## src/rtl/ip_uart_tx_fifo_pkg.sv

```systemverilog
// Shared definitions for the buffered UART transmitter: parity modes, FSM
// states and the baud divisor rounding helper (also meant for the receiver).
package ip_uart_tx_fifo_pkg;

    localparam int PAR_NONE = 0;
    localparam int PAR_ODD  = 1;
    localparam int PAR_EVEN = 2;

    typedef enum logic [2:0] {
        ST_IDLE,
        ST_START,
        ST_DATA,
        ST_PARITY,
        ST_STOP
    } uart_state_t;

    // Clocks per bit, rounded to the nearest integer.
    function automatic int baud_div(input int clk_freq, input int uart_freq);
        return (clk_freq + uart_freq / 2) / uart_freq;
    endfunction

endpackage

```

## src/rtl/ip_uart_tx_fifo_if.sv

```systemverilog
// Producer-side enqueue handshake of the buffered UART transmitter.
interface ip_uart_tx_fifo_if #(
    parameter int DATA_BITS = 8
);
    logic [DATA_BITS-1:0] send_data;
    logic                 send_req;
    logic                 send_ready;

    modport master (
        output send_data,
        output send_req,
        input  send_ready
    );

    modport slave (
        input  send_data,
        input  send_req,
        output send_ready
    );
endinterface

```

## src/rtl/ip_uart_tx_fifo_fifo.sv

```systemverilog
// Single-clock FIFO with register-array storage; the head word is read
// combinationally so the transmitter can load it on the popping edge.
module ip_uart_tx_fifo_fifo #(
    parameter int WIDTH      = 8,
    parameter int DEPTH_LOG2 = 4
) (
    input  logic                  clk,
    input  logic                  n_reset,
    input  logic                  push,
    input  logic                  pop,
    input  logic [WIDTH-1:0]      wdata,
    output logic [WIDTH-1:0]      rdata,
    output logic                  full,
    output logic                  empty,
    output logic [DEPTH_LOG2:0]   count
);
    localparam logic [DEPTH_LOG2:0] FULL_COUNT = {1'b1, {DEPTH_LOG2{1'b0}}};

    logic [WIDTH-1:0]      mem [2**DEPTH_LOG2];
    logic [DEPTH_LOG2-1:0] wr_ptr;
    logic [DEPTH_LOG2-1:0] rd_ptr;
    logic                  do_push;
    logic                  do_pop;

    assign full    = (count == FULL_COUNT);
    assign empty   = (count == '0);
    assign do_push = push & ~full;
    assign do_pop  = pop & ~empty;
    assign rdata   = mem[rd_ptr];

    // Storage needs no reset: the pointers and count define what is valid.
    always_ff @(posedge clk) begin
        if (do_push) begin
            mem[wr_ptr] <= wdata;
        end
    end

    always_ff @(posedge clk or negedge n_reset) begin
        if (!n_reset) begin
            wr_ptr <= '0;
            rd_ptr <= '0;
            count  <= '0;
        end else begin
            if (do_push) begin
                wr_ptr <= wr_ptr + 1'b1;
            end
            if (do_pop) begin
                rd_ptr <= rd_ptr + 1'b1;
            end
            case ({do_push, do_pop})
                2'b10:   count <= count + 1'b1;
                2'b01:   count <= count - 1'b1;
                default: count <= count;
            endcase
        end
    end
endmodule

```

## src/rtl/ip_uart_tx_fifo.sv

```systemverilog
// Buffered UART transmitter: words queue in a FIFO and are serialised
// back-to-back with configurable data width, parity and stop bits.
module ip_uart_tx_fifo
    import ip_uart_tx_fifo_pkg::*;
#(
    parameter int CLK_FREQ        = 27000000,
    parameter int UART_FREQ       = 115200,
    parameter int DATA_BITS       = 8,
    parameter int PARITY          = 0,
    parameter int STOP_BITS       = 1,
    parameter int FIFO_DEPTH_LOG2 = 4
) (
    input  logic                     clk,
    input  logic                     n_reset,
    ip_uart_tx_fifo_if.slave         send,
    output logic [FIFO_DEPTH_LOG2:0] fifo_count,
    output logic                     busy,
    output logic                     uart_tx
);
    localparam int DIV   = baud_div(CLK_FREQ, UART_FREQ);
    localparam int CNT_W = (DIV < 2) ? 1 : $clog2(DIV);
    localparam int IDX_W = $clog2(DATA_BITS);

    localparam logic [CNT_W-1:0] CNT_LAST  = CNT_W'(DIV - 1);
    localparam logic [IDX_W-1:0] DATA_LAST = IDX_W'(DATA_BITS - 1);
    localparam logic [IDX_W-1:0] STOP_LAST = IDX_W'(STOP_BITS - 1);

    if (DIV < 2 || DATA_BITS < 5 || DATA_BITS > 8 || STOP_BITS < 1 || STOP_BITS > 2 ||
        (PARITY != PAR_NONE && PARITY != PAR_ODD && PARITY != PAR_EVEN)) begin : g_param_check
        $error("ip_uart_tx_fifo: illegal parameter combination");
    end

    uart_state_t          state;
    uart_state_t          state_next;
    logic [CNT_W-1:0]     cnt;
    logic [CNT_W-1:0]     cnt_next;
    logic [IDX_W-1:0]     bit_idx;
    logic [IDX_W-1:0]     bit_idx_next;
    logic [DATA_BITS-1:0] shift;
    logic [DATA_BITS-1:0] shift_next;
    logic                 par_bit;
    logic                 par_bit_next;
    logic                 tx_next;
    logic                 busy_next;
    logic                 bit_end;
    logic                 load;
    logic                 push;
    logic                 full;
    logic                 empty;
    logic                 frame_parity;
    logic [DATA_BITS-1:0] head;

    assign push             = send.send_req & ~full;
    assign send.send_ready  = ~full;
    assign bit_end          = (cnt == CNT_LAST);
    assign frame_parity     = (PARITY == PAR_ODD) ? ~(^head) : ^head;

    ip_uart_tx_fifo_fifo #(
        .WIDTH      (DATA_BITS),
        .DEPTH_LOG2 (FIFO_DEPTH_LOG2)
    ) u_fifo (
        .clk     (clk),
        .n_reset (n_reset),
        .push    (push),
        .pop     (load),
        .wdata   (send.send_data),
        .rdata   (head),
        .full    (full),
        .empty   (empty),
        .count   (fifo_count)
    );

    always_ff @(posedge clk or negedge n_reset) begin
        if (!n_reset) begin
            state   <= ST_IDLE;
            cnt     <= '0;
            bit_idx <= '0;
            shift   <= '0;
            par_bit <= 1'b0;
            uart_tx <= 1'b1;
            busy    <= 1'b0;
        end else begin
            state   <= state_next;
            cnt     <= cnt_next;
            bit_idx <= bit_idx_next;
            shift   <= shift_next;
            par_bit <= par_bit_next;
            uart_tx <= tx_next;
            busy    <= busy_next;
        end
    end

    // The last stop bit chains straight into the next start bit when more words wait.
    always_comb begin
        state_next = state;
        case (state)
            ST_IDLE:   if (!empty) state_next = ST_START;
            ST_START:  if (bit_end) state_next = ST_DATA;
            ST_DATA:   if (bit_end && bit_idx == DATA_LAST)
                           state_next = (PARITY != PAR_NONE) ? ST_PARITY : ST_STOP;
            ST_PARITY: if (bit_end) state_next = ST_STOP;
            ST_STOP:   if (bit_end && bit_idx == STOP_LAST)
                           state_next = empty ? ST_IDLE : ST_START;
            default:   state_next = ST_IDLE;
        endcase
    end

    // The line is registered; shift[0] always holds the next data bit to drive.
    always_comb begin
        load         = (state == ST_IDLE && !empty) ||
                       (state == ST_STOP && state_next == ST_START);
        cnt_next     = (state == ST_IDLE || bit_end) ? '0 : cnt + 1'b1;
        bit_idx_next = (state_next != state) ? '0 : (bit_end ? bit_idx + 1'b1 : bit_idx);
        shift_next   = shift;
        par_bit_next = par_bit;
        tx_next      = uart_tx;
        if (load) begin
            shift_next   = head;
            par_bit_next = frame_parity;
            tx_next      = 1'b0;
        end else if (bit_end) begin
            case (state_next)
                ST_DATA: begin
                    tx_next    = shift[0];
                    shift_next = shift >> 1;
                end
                ST_PARITY: tx_next = par_bit;
                ST_STOP:   tx_next = 1'b1;
                ST_IDLE:   tx_next = 1'b1;
                default:   tx_next = uart_tx;
            endcase
        end
        busy_next = (state_next != ST_IDLE) | push | (fifo_count != '0);
    end
endmodule

```

## src/flat_wrapper.sv

```systemverilog
// flat-port wrapper written by rule: the top's interface ports become plain ports
module ip_uart_tx_fifo_flat import ip_uart_tx_fifo_pkg::*;
#(
    parameter int CLK_FREQ        = 27000000,
    parameter int UART_FREQ       = 115200,
    parameter int DATA_BITS       = 8,
    parameter int PARITY          = 0,
    parameter int STOP_BITS       = 1,
    parameter int FIFO_DEPTH_LOG2 = 4
)
  (clk, n_reset, fifo_count, busy, uart_tx, send_send_data, send_send_req, send_send_ready);
  ip_uart_tx_fifo_if #(.DATA_BITS(DATA_BITS)) send_i ();
  input  logic clk;
  input  logic n_reset;
  output logic [FIFO_DEPTH_LOG2:0] fifo_count;
  output logic busy;
  output logic uart_tx;
  input wire logic [$bits(send_i.send_data)-1:0] send_send_data;
  input wire logic [$bits(send_i.send_req)-1:0] send_send_req;
  output wire logic [$bits(send_i.send_ready)-1:0] send_send_ready;
  assign send_i.send_data = send_send_data;
  assign send_i.send_req = send_send_req;
  assign send_send_ready = send_i.send_ready;
  ip_uart_tx_fifo #(.CLK_FREQ(CLK_FREQ), .UART_FREQ(UART_FREQ), .DATA_BITS(DATA_BITS), .PARITY(PARITY), .STOP_BITS(STOP_BITS), .FIFO_DEPTH_LOG2(FIFO_DEPTH_LOG2)) u_core (.clk(clk), .n_reset(n_reset), .send(send_i), .fifo_count(fifo_count), .busy(busy), .uart_tx(uart_tx));
endmodule
```

## config.mk

```make
export PLATFORM = sky130hd
export DESIGN_NAME = ip_uart_tx_fifo_flat
export DESIGN_NICKNAME = d
export VERILOG_FILES = /design/src/rtl/ip_uart_tx_fifo_pkg.sv /design/src/rtl/ip_uart_tx_fifo_if.sv /design/src/rtl/ip_uart_tx_fifo_fifo.sv /design/src/rtl/ip_uart_tx_fifo.sv /design/src/flat_wrapper.sv
export SDC_FILE = /design/constraint.sdc
export NUM_CORES = 1
export LEC_CHECK = 0
export ABC_CLOCK_PERIOD_IN_PS = 5300
export CAP_MARGIN = 20
export CORE_MARGIN = 3
export CORE_UTILIZATION = 45
export DETAILED_ROUTE_END_ITERATION = 8
export DONT_BUFFER_PORTS = 1
export PLACE_DENSITY = 0.58
export SLEW_MARGIN = 40
export SYNTH_ARGS = -nofsm -noshare
export SYNTH_HDL_FRONTEND = slang
export SYNTH_SLANG_ARGS = --single-unit
```

## constraint.sdc

```tcl
create_clock -name clk -period 5.3 [get_ports clk]
set_input_delay 0 -clock clk [delete_from_list [all_inputs] [get_ports clk]]
set_output_delay 0 -clock clk [all_outputs]
set_load 0.005 [all_outputs]
```

==> results.yml, run 1 <==
timing:
  rsz0062_at_grt: "false"
  setup_viol: 0
  finalHoldViolCount: 0
  setup_ws_ps: 1670
  period_share_pct: 68.5
  holdWs_ps: 35.8
  fin_skew_ps: 9.47
  drv_slew: 0
  setup_tns_ps: 0
  worst_pin_slew_ps: 771
  finalCriticalPeriod_ps: 3630
  maxSlewHeadroom_pct: 48.4
  fmax_ghz: 0.275
power:
  power_per_cell_area_nw_per_um2: 402
  power_leakage_uw: 0.00270
  ir_drop_uv: 251
floorplan:
  die-area_um2: 16800
  die_y_um: 130
  io-pin-count: 19
  coreArea_um2: 14800
  rows: 44
  start_util_pct: 46.5
  die_w_um: 130
logic_synthesis:
  yosysMostFrequentCell: "edfxtp_1"
  synth_common_cells: "edfxtp_1 (128), dfrtp_1 (36), nand2_1 (33), mux4_2 (32), nor2_1 (30)"
  synth_cells: 409
  synth_area_leaders: "edfxtp_1 (56%), dfrtp_1 (13%), mux4_2 (10%), ha_1 (2.6%), a22oi_1 (1.9%)"
  yosysTopAreaCellShare_pct: 56.0
  synthAdderAreaFrac_pct: 2.55
  ys_seq_area_share_pct: 69.5
  muxShareOfSynthArea_pct: 11.8
  async_reset_ff_share_pct: 22.4
  synth_edf_count: 128
  ys_warn_count: 0
  synth_top_family_by_area: "multiplexers"
  ys.flop_type: "edfxtp_1"
  syn_area_per_cell_um2: 16.8
  synth_nets: 434
  ys_types: 47
  synth-seq-cells: 165
  synth_area_um2: 6870
  synth_top_area_cell: "edfxtp_1"
  synth_compound_area_share_pct: 4.86
  synth-xor-area-share_pct: 2.66
  synth-simple-area-share_pct: 6.47
placed_design:
  place_congestion: 0.826
  place_ws_ps: 1730
  io_buffers: 0
  dpl.hpwl_um: 8380
  post_dp_cell_area_um2: 7050
cts:
  clk_pin_slew_worst_paths_ps: 60
  htreeDepth: 4
  cts_buffers: 17
  root_buffer: "clkbuf_16"
  clock-sinks: 165
  cts_tree: "yes"
  cts_max_path_buffers: 2
  clk_latency_ps: 420
  post-cts-setup-buffers: 0
grt:
  grt_pass1_wl_um: 20900
  grt_overflow: 0
  antenna_found_initial: 1
  gr-usage-all-layers_pct: 17.3
  grt_pass1_vias: 3562
  grt_max_degree: 38
cells_and_area:
  nNetsFinal: 451
  fin_area_um2: 7780
  syn_to_final_growth_pct: 13.3
  drive_gt1_share_pct: 20.3
critical_path:
  cp-end-kind: "register"
  required_ps: 5610
  path_max_fanout: 16
  worst_ep_arrival_time_ps: 3940
  worstSetupPathType: "reg2reg"
  critPathLaunchType: "register"
detailed_routing:
  viasPerCell: 5.51
  route.detailed.wl_per_inst_um: 21.5
  dr.pass1.iters: 4
  drt_iter0_drc: 238
  drc: 0
  wl_um: 13400
  postRouteAntennaNets: 0
  vias: 3439
hold_path:
  holdCritPathClass: "in2async"
run:
  drv_cap: 0
status:
  outcome: "completed"
==> cell families after synthesis <==
logic type / count (synthesis)
flip-flops: 165
AND/OR/NAND/NOR: 91
adder cells (fa/ha/maj): 14
XOR/XNOR: 20
multiplexers: 41
buffers and inverters: 29
AO/OA/AOI/OAI: 49
==> timing repair <==
item | 4_1_cts | 5_1_grt
hold buffers | 11 | 0
resized for setup | 0 | 0
endpoints found under the hold margin | 166 | 0
==> per-stage QoR <==
step                      util [%]  power, µW  std cells
final                         52.7       3130        624
after CTS                     52.6       3160        623
after global placement        47.7       1890        580
after detailed placement      47.8       1910        580
after floorplan                  -       1820        409
after global routing          52.7       3260        624
==> power by group <==
| group | switching, µW | internal (µW) | total (µW) | leakage [µW] |
|---|---|---|---|---|
| clock | 488 | 734 | 1220 | 0.000277 |
| combinational | 184 | 113 | 297 | 0.000820 |
| sequential | 78.7 | 1530 | 1610 | 0.00161 |
| total | 751 | 2380 | 3130 | 0.00270 |
==> layout by cell type, fill, tap and decap left out, drive strengths merged, types with 6 or more instances in the layout <==
master       instances
edfxtp             128
dfrtp               36
nand2               33
mux4                32
nor2                30
a22oi               17
clkbuf              17
ha                  14
o21ai               13
xor2                10
dlygate4sd3         10
inv                 10
xnor2               10
a21oi                9
clkinv               9
nand3                7
mux2i                7
buf                  7
nor3                 6
==> path summary, 6_finish.rpt <==
kind / slack, ps / cells after the start / end / startpoint
setup / recovery: 1670 / 16 / u_core.u_fifo.count[4] / u_core.cnt[1]
hold / removal: 40 / 2 / u_core.u_fifo.count[2] / n_reset
max in group asynchronous: 5010 / 2 / u_core.uart_tx / n_reset
hold reg to reg: 480 / 2 / u_core.shift[6] / u_core.shift[6]
min in group clk: 60 / 2 / u_core.u_fifo.wr_ptr[0] / send_send_req
setup reg to reg: 1670 / 16 / u_core.u_fifo.count[4] / u_core.cnt[1]
==> critical path, stage by stage (launching register included) <==
cell	delay, ps
dfrtp_1	410
inv_1	70
ha_1	180
nand4b_4	130
nor3_4	420
nand3b_2	140
a2111o_1	530
clkinv_4	200
ha_1	310
xor2_1	100
ha_1	220
o21ai_0	150
a21oi_1	90
a21oi_1	190
xor2_1	170
nor2_1	60
xor2_1	140
==> flip-flops by register name (all words and copies together) (netlist names), 3 cells and up <==
signal,cells
u_core.u_fifo.rd_ptr,4
u_core.cnt,8
u_core.u_fifo.wr_ptr,4
u_core.bit_idx,3
u_core.shift,8
u_core.u_fifo.mem,128
u_core.state,3
u_core.u_fifo.count,5
==> per-layer routing <==
metal	track usage, %	up-vias	share of wire, %
met5	0	-	0
met4	4.77	0	1.1
met3	6.14	11	7.4
met2	24.9	88	46
met1	25.2	1735	46
li1	-	1605	-
==> layout make-up <==
class | instances | area, µm²
fill | 1179 | 6970
sequential | 165 | 4770
multi-input combinational | 215 | 1980
clock buffer | 17 | 425
tap | 184 | 230
timing repair buffer | 17 | 165
clock inverter | 15 | 163
inverter | 10 | 42.5
antenna | 1 | 2.50
Power figures use the tool's default switching activity.
==> run 2: changes to the inputs <==
- ABC_CLOCK_PERIOD_IN_PS: 5300 -> 3570
- clock period: 5.3 -> 3.57 ns (I/O delays scaled with it)
==> run 2 against run 1 <==
Effect of this change: via count increased by 1.7%; clock skew is 2.6 ps lower; final area grew 0.85%; sequential share of layout area down 0.52 points; fmax is 12% higher; register-to-register slack got worse by 1300 ps; utilization is 0.45 points higher; clock power rose by 58%; critical path type unchanged.
==> results.yml, run 2 (synthesis results as in run 1) <==
placed_design:
  dpl.hpwl_um: 8370
  io_buffers: 0
  post_dp_cell_area_um2: 7060
  place_congestion: 0.786
cts:
  clk_pin_slew_worst_paths_ps: 60
  post-cts-setup-buffers: 0
  clock-sinks: 165
  cts_tree: "yes"
  cts_buffers: 17
  cts_max_path_buffers: 2
  holdBufCountCts: 11
  post_cts_resized: 0
  clk_latency_ps: 420
  htreeDepth: 4
  root_buffer: "clkbuf_16"
detailed_routing:
  postRouteAntennaNets: 0
  vias: 3498
  drc: 0
  route.detailed.wl_per_inst_um: 21.3
  dr.pass1.iters: 4
  wl_um: 13300
  drt_iter0_drc: 261
  viasPerCell: 5.60
critical_path:
  r2r_slack_ps: 330
  path_max_fanout: 6
  crit_path_top_delay_cell: "a2111o_1"
  setup.worst_path.start: "u_core.cnt[0]"
  r2r-start: "u_core.cnt[0]"
  worst_ep_arrival_time_ps: 3540
  critPathLaunchType: "register"
  cp-end-kind: "register"
  cpPeakStageDelay_ps: 530
  worstSetupPathType: "reg2reg"
  required_ps: 3870
  worstPathCellList: "ha_1, nand4b_4, nor3_4, nand3b_2, a2111o_1, clkinv_4, ha_1, xor2_1, ha_1, o21ai_0, a21oi_1, a21oi_1, xor2_1, nor2_1, xor2_1"
cells_and_area:
  fin_util_pct: 53.2
  multi_input_area_um2: 1970
  largest_reg_flops: 128
  largest_register: "u_core.u_fifo.mem"
  syn_to_final_growth_pct: 14.3
  drive_gt1_share_pct: 20.2
  fill_cells: 1190
  regArea_um2: 4770
  final_cell_mix: "edfxtp_1 (128), dfrtp_1 (35), nand2_1 (33)"
  nNetsFinal: 452
  layout_commonest_cell: "edfxtp_1"
  fin_area_um2: 7850
  reg.largest.list: "u_core.u_fifo.mem x128, u_core.cnt x8, u_core.shift x8"
timing:
  setup_tns_ps: 0
  maxSlewHeadroom_pct: 47.0
  rsz0062_at_grt: "false"
  setup_viol: 0
  worst_pin_slew_ps: 792
  fmax_ghz: 0.309
  period_share_pct: 90.7
  finalHoldViolCount: 0
  finalCriticalPeriod_ps: 3240
  drv_slew: 0
  fin_skew_ps: 6.87
power:
  power_per_cell_area_nw_per_um2: 608
  sw_frac_of_total_pct: 23.1
  pwr-share-comb_pct: 9.1
  power_leakage_uw: 0.00276
  seqPwrFrac_pct: 50.4
  p_int_uw: 3670
  ir_drop_uv: 356
  switchingPower_uw: 1100
  clkPwrFrac_pct: 40.5
run:
  drv_cap: 0
floorplan:
  die_y_um: 130
  die_w_um: 130
  io-pin-count: 19
  coreArea_um2: 14800
  start_util_pct: 46.5
  rows: 44
  die-area_um2: 16800
hold_path:
  min_from: "send_send_req"
  holdCritPathClass: "in2reg"
grt:
  grt_overflow: 0
  gr-usage-all-layers_pct: 17.5
  grt_pass1_wl_um: 21300
  antenna_found_initial: 2
  grt_pass1_vias: 3657
  grt_max_degree: 38
status:
  outcome: "completed"
==> run 2: changes by cell type in the layout (fill, tap and decap cells not counted), moves of 3 or more <==
cell        before  now
nor2_1          23   27
clkinvlp_4       3    0
clkbuf_8         0    4
clkinv_1         5    0
nor2_2           7    3
clkbuf_16       17   20
==> run 2: layout make-up <==
cell class,count,share of cell area [%]
repair buffers,18,2.36
well taps,184,2.93
diodes,1,0.0319
flip-flops and latches,165,60.8
clock inverters,6,1.04
clock buffers,26,7.17
inverters,10,0.542
multi-input cells,215,25.1
==> run 2: final timing paths <==
| path | endpoint | cells past startpoint |
|---|---|---|
| setup / recovery | u_core.u_fifo.count[4] | 15 |
| hold / removal | u_core.u_fifo.wr_ptr[0] | 2 |
| setup reg to reg | u_core.u_fifo.count[4] | 15 |
| hold reg to reg | u_core.shift[5] | 2 |
| max in group asynchronous | u_core.uart_tx | 2 |
| min in group asynchronous | u_core.u_fifo.rd_ptr[2] | 2 |
==> run 2: per-layer routing <==
metal / part of all wire [%] / wire length, µm / track usage, % / vias to the layer above
li1: - / - / - / 1601
met1: 47 / 6230 / 24.7 / 1821
met2: 47 / 6330 / 26.6 / 58
met3: 4.6 / 618 / 4.45 / 16
met4: 1.2 / 162 / 6.60 / 2
met5: 0.067 / 9 / 0 / -
==> run 2: power groups by stage <==
stage          registers [µW]  logic [µW]  clock network [µW]
4_1_cts                  2400         438                1960
3_5_place_dp             2440         394                   0
2_1_floorplan            2370         325                   0
6_report                 2400         436                1930
3_3_place_gp             2430         385                   0
5_1_grt                  2430         491                2050
==> run 2: stage by stage <==
stage / hold slack (ps) / setup slack (ps) / std cells / total power (µW)
floorplan: -296 / 267 / 409 / 2700
global placement: -295 / 434 / 581 / 2820
detailed placement: -295 / 350 / 581 / 2840
CTS: 2.04 / 334 / 624 / 4810
global route: 24.4 / 70.5 / 625 / 4970
finish: 19.7 / 332 / 625 / 4770
==> run 2: critical path, delay by kind of cell (launching register included) <==
family                   cells  cell delay [ps]
AO/OA/AOI/OAI                4              960
XOR/XNOR                     3              400
adder cells (fa/ha/maj)      3              740
buffers and inverters        1               70
flip-flops                   1              440
AND/OR/NAND/NOR              4              490
==> run 3: changes to the inputs <==
- ABC_AREA: not set -> 1
==> run 3 against run 2 <==
Effect of this change: worst setup slack better by 130 ps; global-route usage up 1.5 points; clock power hardly changed; sequential power is essentially flat; highest routed layer is now met4.
==> results.yml, run 3 <==
power:
  sw_frac_of_total_pct: 26.1
  ir_drop_uv: 373
  power_leakage_uw: 0.00347
  pwr-share-comb_pct: 9.6
  p_int_uw: 3540
  seqPwrFrac_pct: 50.0
  power_per_cell_area_nw_per_um2: 564
  clkPwrFrac_pct: 40.5
  switchingPower_uw: 1250
grt:
  antenna_found_initial: 0
  grt_pass1_vias: 4989
  grt_overflow: 0
  grt_max_degree: 76
  grt_pass1_wl_um: 26600
  gr-usage-all-layers_pct: 19.0
detailed_routing:
  drt_iter0_drc: 403
  postRouteAntennaNets: 0
  dr.pass1.iters: 5
  viasPerCell: 5.08
  drc: 0
  wl_um: 16500
  route.detailed.wl_per_inst_um: 16.7
  vias: 5010
logic_synthesis:
  ys_warn_count: 0
  synth_edf_count: 128
  yosysMostFrequentCell: "nand2_1"
  ys.flop_type: "edfxtp_1"
  synth-seq-cells: 166
  ys_types: 41
  synth_top_area_cell: "edfxtp_1"
  syn_area_per_cell_um2: 10.2
  synth_common_cells: "nand2_1 (253), edfxtp_1 (128), nor2_1 (80), inv_1 (50), nand3_1 (44)"
  async_reset_ff_share_pct: 22.9
  synth_nets: 772
  ys_seq_area_share_pct: 62.9
  synth_area_leaders: "edfxtp_1 (50%), nand2_1 (12%), dfrtp_1 (12%), nor2_1 (3.9%), nand3_1 (2.9%)"
  synth_cells: 747
  yosysTopAreaCellShare_pct: 50.4
  synth_area_um2: 7630
cells_and_area:
  reg.largest.list: "u_core.u_fifo.mem x128, u_core.cnt x8, u_core.shift x8"
  final_cell_mix: "nand2_1 (253), edfxtp_1 (128), nor2_1 (77)"
  largest_reg_flops: 128
  drive_gt1_share_pct: 9.86
  layout_commonest_cell: "nand2_1"
  nNetsFinal: 783
  syn_to_final_growth_pct: 11.3
  fill_cells: 1437
  n_antenna_cell: 0
  largest_register: "u_core.u_fifo.mem"
  fin_area_um2: 8490
floorplan:
  rows: 46
  coreArea_um2: 16200
  die-area_um2: 18500
  io-pin-count: 19
  die_y_um: 136
  start_util_pct: 47.0
  die_w_um: 136
placed_design:
  dpl.hpwl_um: 10300
  post_dp_cell_area_um2: 7720
  place_congestion: 0.834
  io_buffers: 0
timing:
  fmax_ghz: 0.321
  setup_tns_ps: 0
  fin_skew_ps: 9.29
  finalHoldViolCount: 0
  finalCriticalPeriod_ps: 3110
  drv_slew: 0
  maxSlewHeadroom_pct: 45.5
  worst_pin_slew_ps: 815
  period_share_pct: 87.1
  setup_viol: 0
  rsz0062_at_grt: "false"
cts:
  clk_pin_slew_worst_paths_ps: 70
  cts_max_path_buffers: 2
  clock-sinks: 166
  clk_latency_ps: 430
  cts_tree: "yes"
  cts_buffers: 17
  post-cts-setup-buffers: 0
  htreeDepth: 4
  root_buffer: "clkbuf_16"
critical_path:
  critPathLaunchType: "register"
  worstSetupPathType: "reg2reg"
  required_ps: 3870
  worst_ep_arrival_time_ps: 3410
  cp-end-kind: "register"
  path_max_fanout: 7
run:
  drv_cap: 0
status:
  outcome: "completed"
hold_path:
  holdCritPathClass: "in2async"
[run 3: cell types whose count changed in the layout (fill, tap and decap cells not counted), moves of 6 or more]
cell / change
nand2_1: +220
nor2_1: +50
inv_1: +41
nand3_1: +37
mux4_2: -32
a22oi_1: -17
o21ai_0: +17
a21oi_1: +11
mux2i_1: -7
inv_2: +6
xnor2_1: -6
[run 3: cell type report]
cell class	instances	area [µm²]	share of cell area (%)
Inverter	59	229	2.70
Clock inverter	14	188	2.21
Clock buffer	18	429	5.06
Tap cell	216	270	3.18
Timing Repair Buffer	17	178	2.09
Sequential cell	166	4800	56.5
Multi-Input combinational cell	497	2400	28.2
[run 3: timing repair]
item / in CTS / in global routing
resized for setup: 0 / 0
setup endpoints to repair: 0 / 0
hold endpoints to repair: 167 / 0
hold buffers: 11 / 0
[run 3: final timing paths]
kind                                      from                       to  slack (ps)  cells past startpoint
worst max register to register   u_core.cnt[1]   u_core.u_fifo.count[4]         460                     19
worst max-delay path             u_core.cnt[1]   u_core.u_fifo.count[4]         460                     19
worst min register to register  u_core.par_bit           u_core.par_bit         480                      2
worst min-delay path                   n_reset          u_core.shift[6]          40                      2
max in group asynchronous              n_reset           u_core.uart_tx        3270                      2
min in group clk                 send_send_req  u_core.u_fifo.wr_ptr[0]         430                      3
[run 3: per-stage QoR]
stage,util (%),hold WS [ps],std cells,total power (µW),setup WS (ps)
2_1_floorplan,-,-296,747,2700,686
3_3_place_gp,47.6,-294,943,2820,657
3_5_place_dp,47.6,-293,943,2840,534
4_1_cts,52.1,35.6,986,4810,511
5_1_grt,52.3,50.5,987,4970,308
6_report,52.3,35.3,987,4790,459
[run 3: cells by family after synthesis]
kind of cell	synth area share, %
AO/OA/AOI/OAI	5.09
flip-flops	62.9
buffers and inverters	5.79
AND/OR/NAND/NOR	22.6
XOR/XNOR	1.38
adder cells (fa/ha/maj)	2.30
[run 3: worst max-delay path, stage by stage (launching register included)]
cell and delay [ps]:
dfrtp_1 400, inv_1 60, ha_1 140, nand2_1 80
nor3_4 160, nand2_4 130, nand2_1 110, nand2_2 70
nor2_4 190, nor2_4 50, ha_1 240, xor2_1 200
ha_1 200, a21oi_1 220, o21ai_0 130, a21oi_1 150
inv_1 60, a21oi_1 110, o21ai_0 110, xor2_1 160
[run 3: routing by layer]
metal | routed length, µm | share of wire, % | global-route usage [%] | vias to the layer above
met3 | 695 | 4.2 | 4.33 | 11
li1 | - | - | - | 2488
met5 | 0 | 0 | 0 | -
met1 | 7430 | 45 | 25.2 | 2411
met2 | 8170 | 50 | 31.4 | 100
met4 | 174 | 1.1 | 5.38 | 0
[run 3: power by group through the flow]
stage                     Sequential (µW)  Combinational (µW)  Clock [µW]
after floorplan                      2400                 302           0
after global placement               2430                 390           0
after detailed placement             2430                 406           0
after CTS                            2390                 455        1960
after global routing                 2410                 516        2050
final                                2390                 459        1940
